## src/rtl/rf_ctrl_pkg.sv

```systemverilog
`default_nettype none
// ============================================================================
// Module : rf_ctrl_pkg
// Brief  : Shared constants and pipe-stage layout for the register-file
//          hazard / write-back scheduler.
// Rev    : 1.0  initial release
// ============================================================================
package rf_ctrl_pkg;

  localparam int REG_ADDR_W    = 5;
  localparam int NUM_REGS      = 32;
  localparam int SHORT_LAT_DEF = 3;

  // Encoding of the decode pause vector {pause_rt, pause_rs}
  localparam logic [1:0] PAUSE_NO   = 2'b00;
  localparam logic [1:0] PAUSE_RS   = 2'b01;
  localparam logic [1:0] PAUSE_RT   = 2'b10;
  localparam logic [1:0] PAUSE_BOTH = 2'b11;

  typedef struct packed {
    logic                  valid;
    logic [REG_ADDR_W-1:0] dest;
  } pipe_stage_t;

endpackage : rf_ctrl_pkg
`default_nettype wire

```

## src/rtl/rf_scoreboard.sv

```systemverilog
`default_nettype none
// ============================================================================
// Module : rf_scoreboard
// Brief  : Per-register pending-write bits with one set port, one clear port
//          and three combinational lookups (rs, rt, dest).
// Rev    : 1.0  initial release
// ============================================================================
module rf_scoreboard
  import rf_ctrl_pkg::*;
(
  input  logic                  clk,
  input  logic                  rst,
  input  logic                  set_en,
  input  logic [REG_ADDR_W-1:0] set_addr,
  input  logic                  clr_en,
  input  logic [REG_ADDR_W-1:0] clr_addr,
  input  logic [REG_ADDR_W-1:0] rs_addr,
  input  logic [REG_ADDR_W-1:0] rt_addr,
  input  logic [REG_ADDR_W-1:0] dest_addr,
  output logic                  rs_pend,
  output logic                  rt_pend,
  output logic                  dest_pend
);

  logic [NUM_REGS-1:0] r_pending;
  logic [NUM_REGS-1:0] w_set_mask;
  logic [NUM_REGS-1:0] w_clr_mask;

  // $0 is hard-wired, so its bit can never become pending
  assign w_set_mask = (set_en && set_addr != '0) ? (NUM_REGS'(1) << set_addr) : '0;
  assign w_clr_mask = clr_en ? (NUM_REGS'(1) << clr_addr) : '0;

  always_ff @(posedge clk) begin
    if (rst) begin
      r_pending <= '0;
    end else begin
      r_pending <= (r_pending & ~w_clr_mask) | w_set_mask;
    end
  end

  assign rs_pend   = r_pending[rs_addr];
  assign rt_pend   = r_pending[rt_addr];
  assign dest_pend = r_pending[dest_addr];

endmodule : rf_scoreboard
`default_nettype wire

```

## src/rtl/rf_wb_scheduler.sv

```systemverilog
`default_nettype none
// ============================================================================
// Module : rf_wb_scheduler
// Brief  : Decode hazard detection and single-write-port arbitration between
//          the fixed-latency short pipe and one multi-cycle long unit.
// Rev    : 1.0  initial release
// ============================================================================
module rf_wb_scheduler
  import rf_ctrl_pkg::*;
#(
  parameter int SHORT_LAT = SHORT_LAT_DEF,
  parameter int DATA_W    = 32,
  parameter int ADDR_W    = REG_ADDR_W
) (
  input  logic              clk,
  input  logic              rst,
  input  logic              id_valid,
  input  logic [ADDR_W-1:0] id_rs,
  input  logic [ADDR_W-1:0] id_rt,
  input  logic              id_rt_used,
  input  logic              id_wen,
  input  logic [ADDR_W-1:0] id_dest,
  input  logic              id_long,
  input  logic [DATA_W-1:0] wb_data,
  input  logic              lu_done,
  input  logic [DATA_W-1:0] lu_data,
  output logic [1:0]        pause,
  output logic              issue,
  output logic              lu_start,
  output logic              lu_busy,
  output logic              rf_we,
  output logic [ADDR_W-1:0] rf_waddr,
  output logic [DATA_W-1:0] rf_wdata
);

  logic              w_rs_pend;
  logic              w_rt_pend;
  logic              w_dest_pend;
  logic [1:0]        w_pause;
  logic              w_struct_stall;
  logic              w_issue;
  logic              w_short_we;
  logic              w_lu_done;
  logic              w_long_commit;
  logic              w_we;
  logic [ADDR_W-1:0] w_waddr;
  logic [DATA_W-1:0] w_wdata;
  logic              w_rf_we;

  pipe_stage_t       r_pipe [SHORT_LAT];
  logic              r_lu_busy;
  logic [ADDR_W-1:0] r_lu_dest;
  logic              r_hold_full;
  logic [DATA_W-1:0] r_hold_data;

  rf_scoreboard u_scoreboard (
    .clk       (clk),
    .rst       (rst),
    .set_en    (w_issue && id_wen),
    .set_addr  (id_dest),
    .clr_en    (w_rf_we),
    .clr_addr  (w_waddr),
    .rs_addr   (id_rs),
    .rt_addr   (id_rt),
    .dest_addr (id_dest),
    .rs_pend   (w_rs_pend),
    .rt_pend   (w_rt_pend),
    .dest_pend (w_dest_pend)
  );

  always_comb begin
    w_pause = PAUSE_NO;
    if (id_valid && !rst) begin
      w_pause[0] = (id_rs != '0) && w_rs_pend;
      w_pause[1] = id_rt_used && (id_rt != '0) && w_rt_pend;
    end
  end

  // The hold register only blocks short issue: a new long op is already
  // blocked by lu_busy, which stays high until the held result commits.
  assign w_struct_stall = (id_wen && w_dest_pend) ||
                          (id_long && r_lu_busy) ||
                          (r_hold_full && !id_long);
  assign w_issue = id_valid && !rst && (w_pause == PAUSE_NO) && !w_struct_stall;

  // A done pulse with nothing outstanding (e.g. after reset) is ignored
  assign w_lu_done  = lu_done && r_lu_busy && !r_hold_full;
  assign w_short_we = r_pipe[SHORT_LAT-1].valid;

  always_comb begin
    w_we          = 1'b0;
    w_waddr       = '0;
    w_wdata       = '0;
    w_long_commit = 1'b0;
    if (w_short_we) begin
      w_we    = 1'b1;
      w_waddr = r_pipe[SHORT_LAT-1].dest;
      w_wdata = wb_data;
    end else if (r_hold_full) begin
      w_we          = 1'b1;
      w_waddr       = r_lu_dest;
      w_wdata       = r_hold_data;
      w_long_commit = 1'b1;
    end else if (w_lu_done) begin
      w_we          = 1'b1;
      w_waddr       = r_lu_dest;
      w_wdata       = lu_data;
      w_long_commit = 1'b1;
    end
  end

  assign w_rf_we = w_we && (w_waddr != '0) && !rst;

  always_ff @(posedge clk) begin
    if (rst) begin
      for (int i = 0; i < SHORT_LAT; i++) begin
        r_pipe[i] <= '0;
      end
      r_lu_busy   <= 1'b0;
      r_lu_dest   <= '0;
      r_hold_full <= 1'b0;
      r_hold_data <= '0;
    end else begin
      // Writers to $0 and non-writers never occupy the write port
      r_pipe[0].valid <= w_issue && !id_long && id_wen && (id_dest != '0);
      r_pipe[0].dest  <= id_dest;
      for (int i = 1; i < SHORT_LAT; i++) begin
        r_pipe[i] <= r_pipe[i-1];
      end

      if (w_issue && id_long) begin
        r_lu_busy <= 1'b1;
        r_lu_dest <= id_wen ? id_dest : '0;
      end else if (w_long_commit) begin
        r_lu_busy <= 1'b0;
      end

      if (w_lu_done && w_short_we) begin
        r_hold_full <= 1'b1;
        r_hold_data <= lu_data;
      end else if (r_hold_full && !w_short_we) begin
        r_hold_full <= 1'b0;
      end
    end
  end

  assign pause    = w_pause;
  assign issue    = w_issue;
  assign lu_start = w_issue && id_long;
  assign lu_busy  = r_lu_busy;
  assign rf_we    = w_rf_we;
  assign rf_waddr = w_waddr;
  assign rf_wdata = w_wdata;

endmodule : rf_wb_scheduler
`default_nettype wire

```

## config.mk

```make
export PLATFORM = sky130hd
export DESIGN_NAME = rf_wb_scheduler
export DESIGN_NICKNAME = d
export VERILOG_FILES = /design/src/rtl/rf_ctrl_pkg.sv /design/src/rtl/rf_scoreboard.sv /design/src/rtl/rf_wb_scheduler.sv
export SDC_FILE = /design/constraint.sdc
export NUM_CORES = 1
export LEC_CHECK = 0
export CORE_ASPECT_RATIO = 1.4
export CORE_MARGIN = 2
export CORE_UTILIZATION = 55
export CTS_BUF_LIST = sky130_fd_sc_hd__clkbuf_8
export DETAILED_ROUTE_END_ITERATION = 8
export PLACE_DENSITY_LB_ADDON = 0.25
export SLEW_MARGIN = 20
export SYNTH_ARGS = -nofsm -noshare
export SYNTH_HDL_FRONTEND = slang
export SYNTH_HIERARCHICAL = 1
export SYNTH_SLANG_ARGS = --single-unit
```

## constraint.sdc

```tcl
create_clock -name clk -period 6.1 [get_ports clk]
set_clock_uncertainty 0.15 [all_clocks]
set_input_delay 1.22 -clock clk [delete_from_list [all_inputs] [get_ports clk]]
set_output_delay 1.22 -clock clk [all_outputs]
set_load 0.1 [all_outputs]
```

==> flow_summary.toml, run 1 <==
[setup_path]
setup.worst_path.start_class = "input pin"
crit_path_end_kind = "primary output"
max_stage_delay_ps = 950
crit_chain = "clkdlybuf4s50_1, buf_4, mux2i_1, a211oi_1, a311o_1, nand2_1, o2111ai_1, nor3_4, buf_12"
worstSetupPathType = "input pin to primary output"
cp_max_fo = 14
crit_arrival_ps = 4230
required_ps = 4730
crit_slowest_cell = "clkdlybuf4s50_1"

[floorplanning]
core_area_sq_mm = 0.00866
initial_utilization = 0.570
num_io_pins = 129
fp.dieW_microns = 84.0
die_y_microns = 116
die_area_sq_mm = 0.00975
num_rows = 40

[detailed_routing]
avgRoutedWirePerCell_microns = 18.3
vias_per_cell = 5.98
drc = 0
drtIter0Drc = 462
dr.pass1.iters = 5
wirelength_mm = 15.7
vias = 5127
ant_nets = 0

[clock_network]
cts-buffers-inserted = 9
cts_setup_buffers = 0
clock_sinks = 89
cts.clk_slew.worst_paths_ps = 90
cts-root-buf = "clkbuf_8"
htreeDepth = 3
clockBufferDepth = 2
holdBufCountCts = 0
cts_resized = 0
insertion_delay_ps = 360
cts_tree = "yes"

[grt]
grt_use_total = 0.320
grt_max_degree = 87
grt_antenna_before_repair = 0
grt-ovfl-total = 0
grt_pass1_wl_mm = 24.7
grt_pass1_vias = 4889

[logic_synthesis]
synth.distinct_cells = 39
synthesis.nets = 725
synth-seq-area-share = 0.361
netlist_area_sq_mm = 0.00493
ys_ff_latch = 89
synth.avg_cell_area_sq_um = 7.72
yosys_warnings = 6
netlist_instances = 639
synth-async-reset-ratio = 0
synth-edff-count = 0
synth_top_flop_cell = "dfxtp_1"

[sta]
slew_viol_final = 0
fin_crit_sh = 0.918
final.setup.tns_ps = 0
setup_viol = 0
tightest_slew_ps = 1040
rsz0062_at_grt = "false"
relSlewSlack = 0.305
fin_crit_ps = 5600
fmax_mhz = 179
final-hold-violation-count = 0

[power]
powerDensity_mw_per_mm2 = 185
power_leakage_nw = 2.29
irDropWorstVdd_uv = 172

[layout]
drive_gt1_frac = 0.101
fin_cells = 857
layout_commonest_cell = "nand2_1"
area_delta_synth_final_pct = 27.5
fin_nets = 833
num-fill-cells = 673
final_cell_mix = "nand2_1 (160), dfxtp_1 (88), clkdlybuf4s50_1 (85)"
insertedDiodeCount = 0
ff_latch_area_sq_mm = 0.00178
multi_input_comb_area_sq_mm = 0.00292

[placed_design]
gp_routability_congestion = 0.958
dp_cells = 841
portBuffers = 128
dp.final_hpwl_mm = 11.3

[run_status]
status = "completed"

[hold_path]
hold_class = "register to register"

[job]
drv_cap = 0
worst max-delay path, delay by kind of cell:
| kind | cells | cell delay, ps |
|---|---|---|
| multiplexers | 1 | 200 |
| buffers and inverters | 3 | 1440 |
| AND/OR/NAND/NOR | 2 | 590 |
| AO/OA/AOI/OAI | 3 | 760 |
Yosys cell counts (2+ instances only):
cell / count / share of area
a211oi_1: 5 / 0.0076
a21oi_1: 74 / 0.075
a22o_1: 5 / 0.0089
a22oi_1: 45 / 0.068
a311o_1: 3 / 0.0061
and2_1: 5 / 0.0063
and2b_1: 4 / 0.0061
and3_1: 3 / 0.0038
and3b_1: 4 / 0.0071
buf_12: 3 / 0.012
buf_2: 5 / 0.0051
buf_6: 3 / 0.0068
clkbuf_1: 29 / 0.022
dfxtp_1: 89 / 0.36
inv_1: 4 / 0.0030
mux2i_1: 52 / 0.11
nand2_1: 160 / 0.12
nand2b_1: 9 / 0.011
nand3_1: 9 / 0.0091
nand4b_1: 5 / 0.0089
nor2_1: 11 / 0.0084
nor2b_1: 23 / 0.029
nor3_1: 5 / 0.0051
nor3b_1: 4 / 0.0061
o21a_1: 2 / 0.0030
o21ai_0: 63 / 0.064
or2_2: 3 / 0.0038
final timing paths:
kind / from / end / depth (start not counted) / slack (ps)
setup / recovery: id_rt[1] / lu_start / 9 / 500
hold / removal: r_pipe[0][6] / r_pipe[0][12] / 1 / 300
setup reg to reg: u_scoreboard/r_pending[19] / u_scoreboard/r_pending[1] / 13 / 2630
hold reg to reg: r_pipe[0][6] / r_pipe[0][12] / 1 / 300
sequential cells by signal, summed over array words and instances, names as in the netlist:
signal                  flops
r_hold_data                32
r_lu_dest                   5
u_scoreboard/r_pending     32
r_pipe                     18
r_hold_full                 1
lu_busy                     1
cell type report:
cell class / count / share of cell area
multi-input cells: 506 / 0.464
flip-flops and latches: 89 / 0.283
repair buffers: 137 / 0.201
well taps: 105 / 0.0209
clock buffers: 9 / 0.0197
clock inverters: 7 / 0.00855
inverters: 4 / 0.00239
power breakdown:
part	switching, W	internal [W]	leakage, nW
Sequential	0.00000346	0.000586	0.720
Combinational	0.000114	0.0000887	1.48
Clock	0.000222	0.000152	0.0880
cells by family after synthesis:
family	share of synthesized area
compound gates	0.248
flops	0.361
simple gates	0.236
buf+inv	0.0492
mux	0.106
per-layer routing:
metal	vias to the layer above	global-route usage	wire length, microns	part of all wire
met3	51	0.0627	1090	0.070
li1	2479	-	-	-
met2	236	0.566	7920	0.51
met1	2361	0.370	6080	0.39
met5	-	0	0	0
met4	0	0.159	587	0.037
through the flow:
stage,power (W),area [sq um],hold WS [ps],util,worst slack (ps)
floorplan,0.000715,4940,264,-,671
global placement,0.000801,6110,267,0.706,656
detailed placement,0.000803,6110,278,0.706,529
CTS,0.00117,6290,299,0.726,513
global route,0.00120,6290,313,0.727,345
finish,0.00117,6290,300,0.727,502
No activity file was read; power rests on OpenSTA's default activity.
==> inputs of run 2 (changes only) <==
--- a/config.mk
+++ b/config.mk
@@ -11,6 +11,7 @@
 export CTS_BUF_LIST = sky130_fd_sc_hd__clkbuf_8
 export DETAILED_ROUTE_END_ITERATION = 8
 export PLACE_DENSITY_LB_ADDON = 0.25
+export RECOVER_POWER = 50
 export SLEW_MARGIN = 20
 export SYNTH_ARGS = -nofsm -noshare
 export SYNTH_HDL_FRONTEND = slang
==> run 2 against run 1 <==
  * Critical path depth stayed put
  * Register-to-register slack better by 30 ps
  * Sequential power hardly changed
  * Setup slack worse by 72 ps
  * Cell count stayed put
  * First-iteration DRC count is 6.7% lower
  * Worst hold slack hardly changed
  * Clock power hardly changed
  * Non-clock buffer count stayed put
  * Flip-flop and latch count stayed put
==> flow_summary.toml, run 2 (same netlist as run 1, synthesis figures left out) <==
[setup_path]
r2r_cells = 13
required_ps = 4730
worstSetupPathType = "input pin to primary output"
crit_path_start = "id_rt[1]"
r2r_setup_slack_ps = 2660
r2r-start = "u_scoreboard/r_pending[17]"
crit_path_end_kind = "primary output"
setup.worst_path.start_class = "input pin"
regToRegEndpoint = "u_scoreboard/r_pending[1]"
cp_max_fo = 14
crit_arrival_ps = 4300

[detailed_routing]
ant_nets = 0
wirelength_mm = 15.6
drc = 0
vias = 5115
vias_per_cell = 5.97
dr.pass1.iters = 6
avgRoutedWirePerCell_microns = 18.2
drtIter0Drc = 431

[clock_network]
holdBufCountCts = 0
cts_resized = 0
cts-root-buf = "clkbuf_8"
insertion_delay_ps = 370
htreeDepth = 3
cts.clk_slew.worst_paths_ps = 90
cts-buffers-inserted = 9
clockBufferDepth = 2
cts_tree = "yes"
cts_setup_buffers = 0
clock_sinks = 89

[run_status]
status = "completed"

[sta]
relSlewSlack = 0.219
fmax_mhz = 176
final-hold-violation-count = 0
fin_crit_sh = 0.930
setup_viol = 0
final.setup.tns_ps = 0
tightest_slew_ps = 1180
fin_ws_ps = 430
slew_viol_final = 0
rsz0062_at_grt = "false"
fin_crit_ps = 5670

[layout]
layout_commonest_cell = "nand2_1"
area_delta_synth_final_pct = 26.9
insertedDiodeCount = 0
fin_nets = 833
drive_gt1_frac = 0.0891
final_cell_mix = "nand2_1 (160), dfxtp_1 (88), clkdlybuf4s50_1 (81)"
fin_cells = 857
top_regs = "r_hold_data: 32 flops, u_scoreboard/r_pending: 32 flops, r_pipe: 18 flops"

[floorplanning]
initial_utilization = 0.570
core_area_sq_mm = 0.00866
num_rows = 40
die_area_sq_mm = 0.00975
num_io_pins = 129
fp.dieW_microns = 84.0
die_y_microns = 116

[power]
power_leakage_nw = 2.26
powerDensity_mw_per_mm2 = 186
irDropWorstVdd_uv = 172

[placed_design]
dp_cells = 841
portBuffers = 128
dp.final_hpwl_mm = 11.3
dp_worst_setup_slack_ps = 529
gp_routability_congestion = 0.958

[job]
drv_cap = 0

[hold_path]
hold_class = "register to register"
whs_endpoint = "r_pipe[0][12]"
hold_path_depth = 1
worst_hold_startpoint = "r_pipe[0][6]"

[grt]
grt_pass1_wl_mm = 24.7
grt-ovfl-total = 0
grt_use_total = 0.320
grt_antenna_before_repair = 0
grt_pass1_vias = 4889
grt_max_degree = 87
[run 2: cell count changes in the layout (fill, tap and decap cells not counted), sizes merged]
cell and delta:
dlygate4sd3 +4, buf -9, clkbuf +9, clkdlybuf4s50 -4
[run 2: how the worst max path moves through the flow]
stage	to	slack, ps
4_1_cts	lu_start	510
3_5_place_dp	lu_start	530
5_1_grt	lu_start	280
2_1_floorplan	pause[1]	670
3_3_place_gp	lu_start	660
6_report	lu_start	430
[run 2: report_power, final]
| group | internal [W] | total [W] | switching [W] |
|---|---|---|---|
| clock network | 0.000152 | 0.000376 | 0.000224 |
| logic | 0.0000872 | 0.000201 | 0.000113 |
| registers | 0.000586 | 0.000590 | 0.00000346 |
[run 2: final cells by class]
class,count,area (sq um)
Sequential cell,89,1780
Multi-Input combinational cell,506,2920
Timing Repair Buffer,137,1230
Tap cell,105,131
Clock buffer,9,124
Inverter,4,15.0
Clock inverter,7,53.8
Fill cell,682,2400
[run 2: worst max-delay path: stages]
cell	delay, ps
dlygate4sd3_1	1020
buf_4	260
mux2i_1	200
a211oi_1	90
a311o_1	390
nand2_1	110
o2111ai_1	280
nor3_4	480
buf_12	230
[run 2: per-stage QoR]
stage                     hold WS, ps   util  total power [W]  instance area (sq um)
after detailed placement          278  0.706         0.000803                   6110
after global routing              313  0.723          0.00120                   6260
after CTS                         299  0.726          0.00117                   6290
after global placement            267  0.706         0.000801                   6110
final                             300  0.723          0.00117                   6260
after floorplan                   264      -         0.000715                   4940
[run 2: per-layer routing]
metal	routed length, microns	part of all wire	track usage	up-vias
met5	0	0	0	-
li1	-	-	-	2483
met1	6150	0.39	0.370	2361
met4	605	0.039	0.159	0
met2	7800	0.50	0.566	219
met3	1070	0.069	0.0627	52
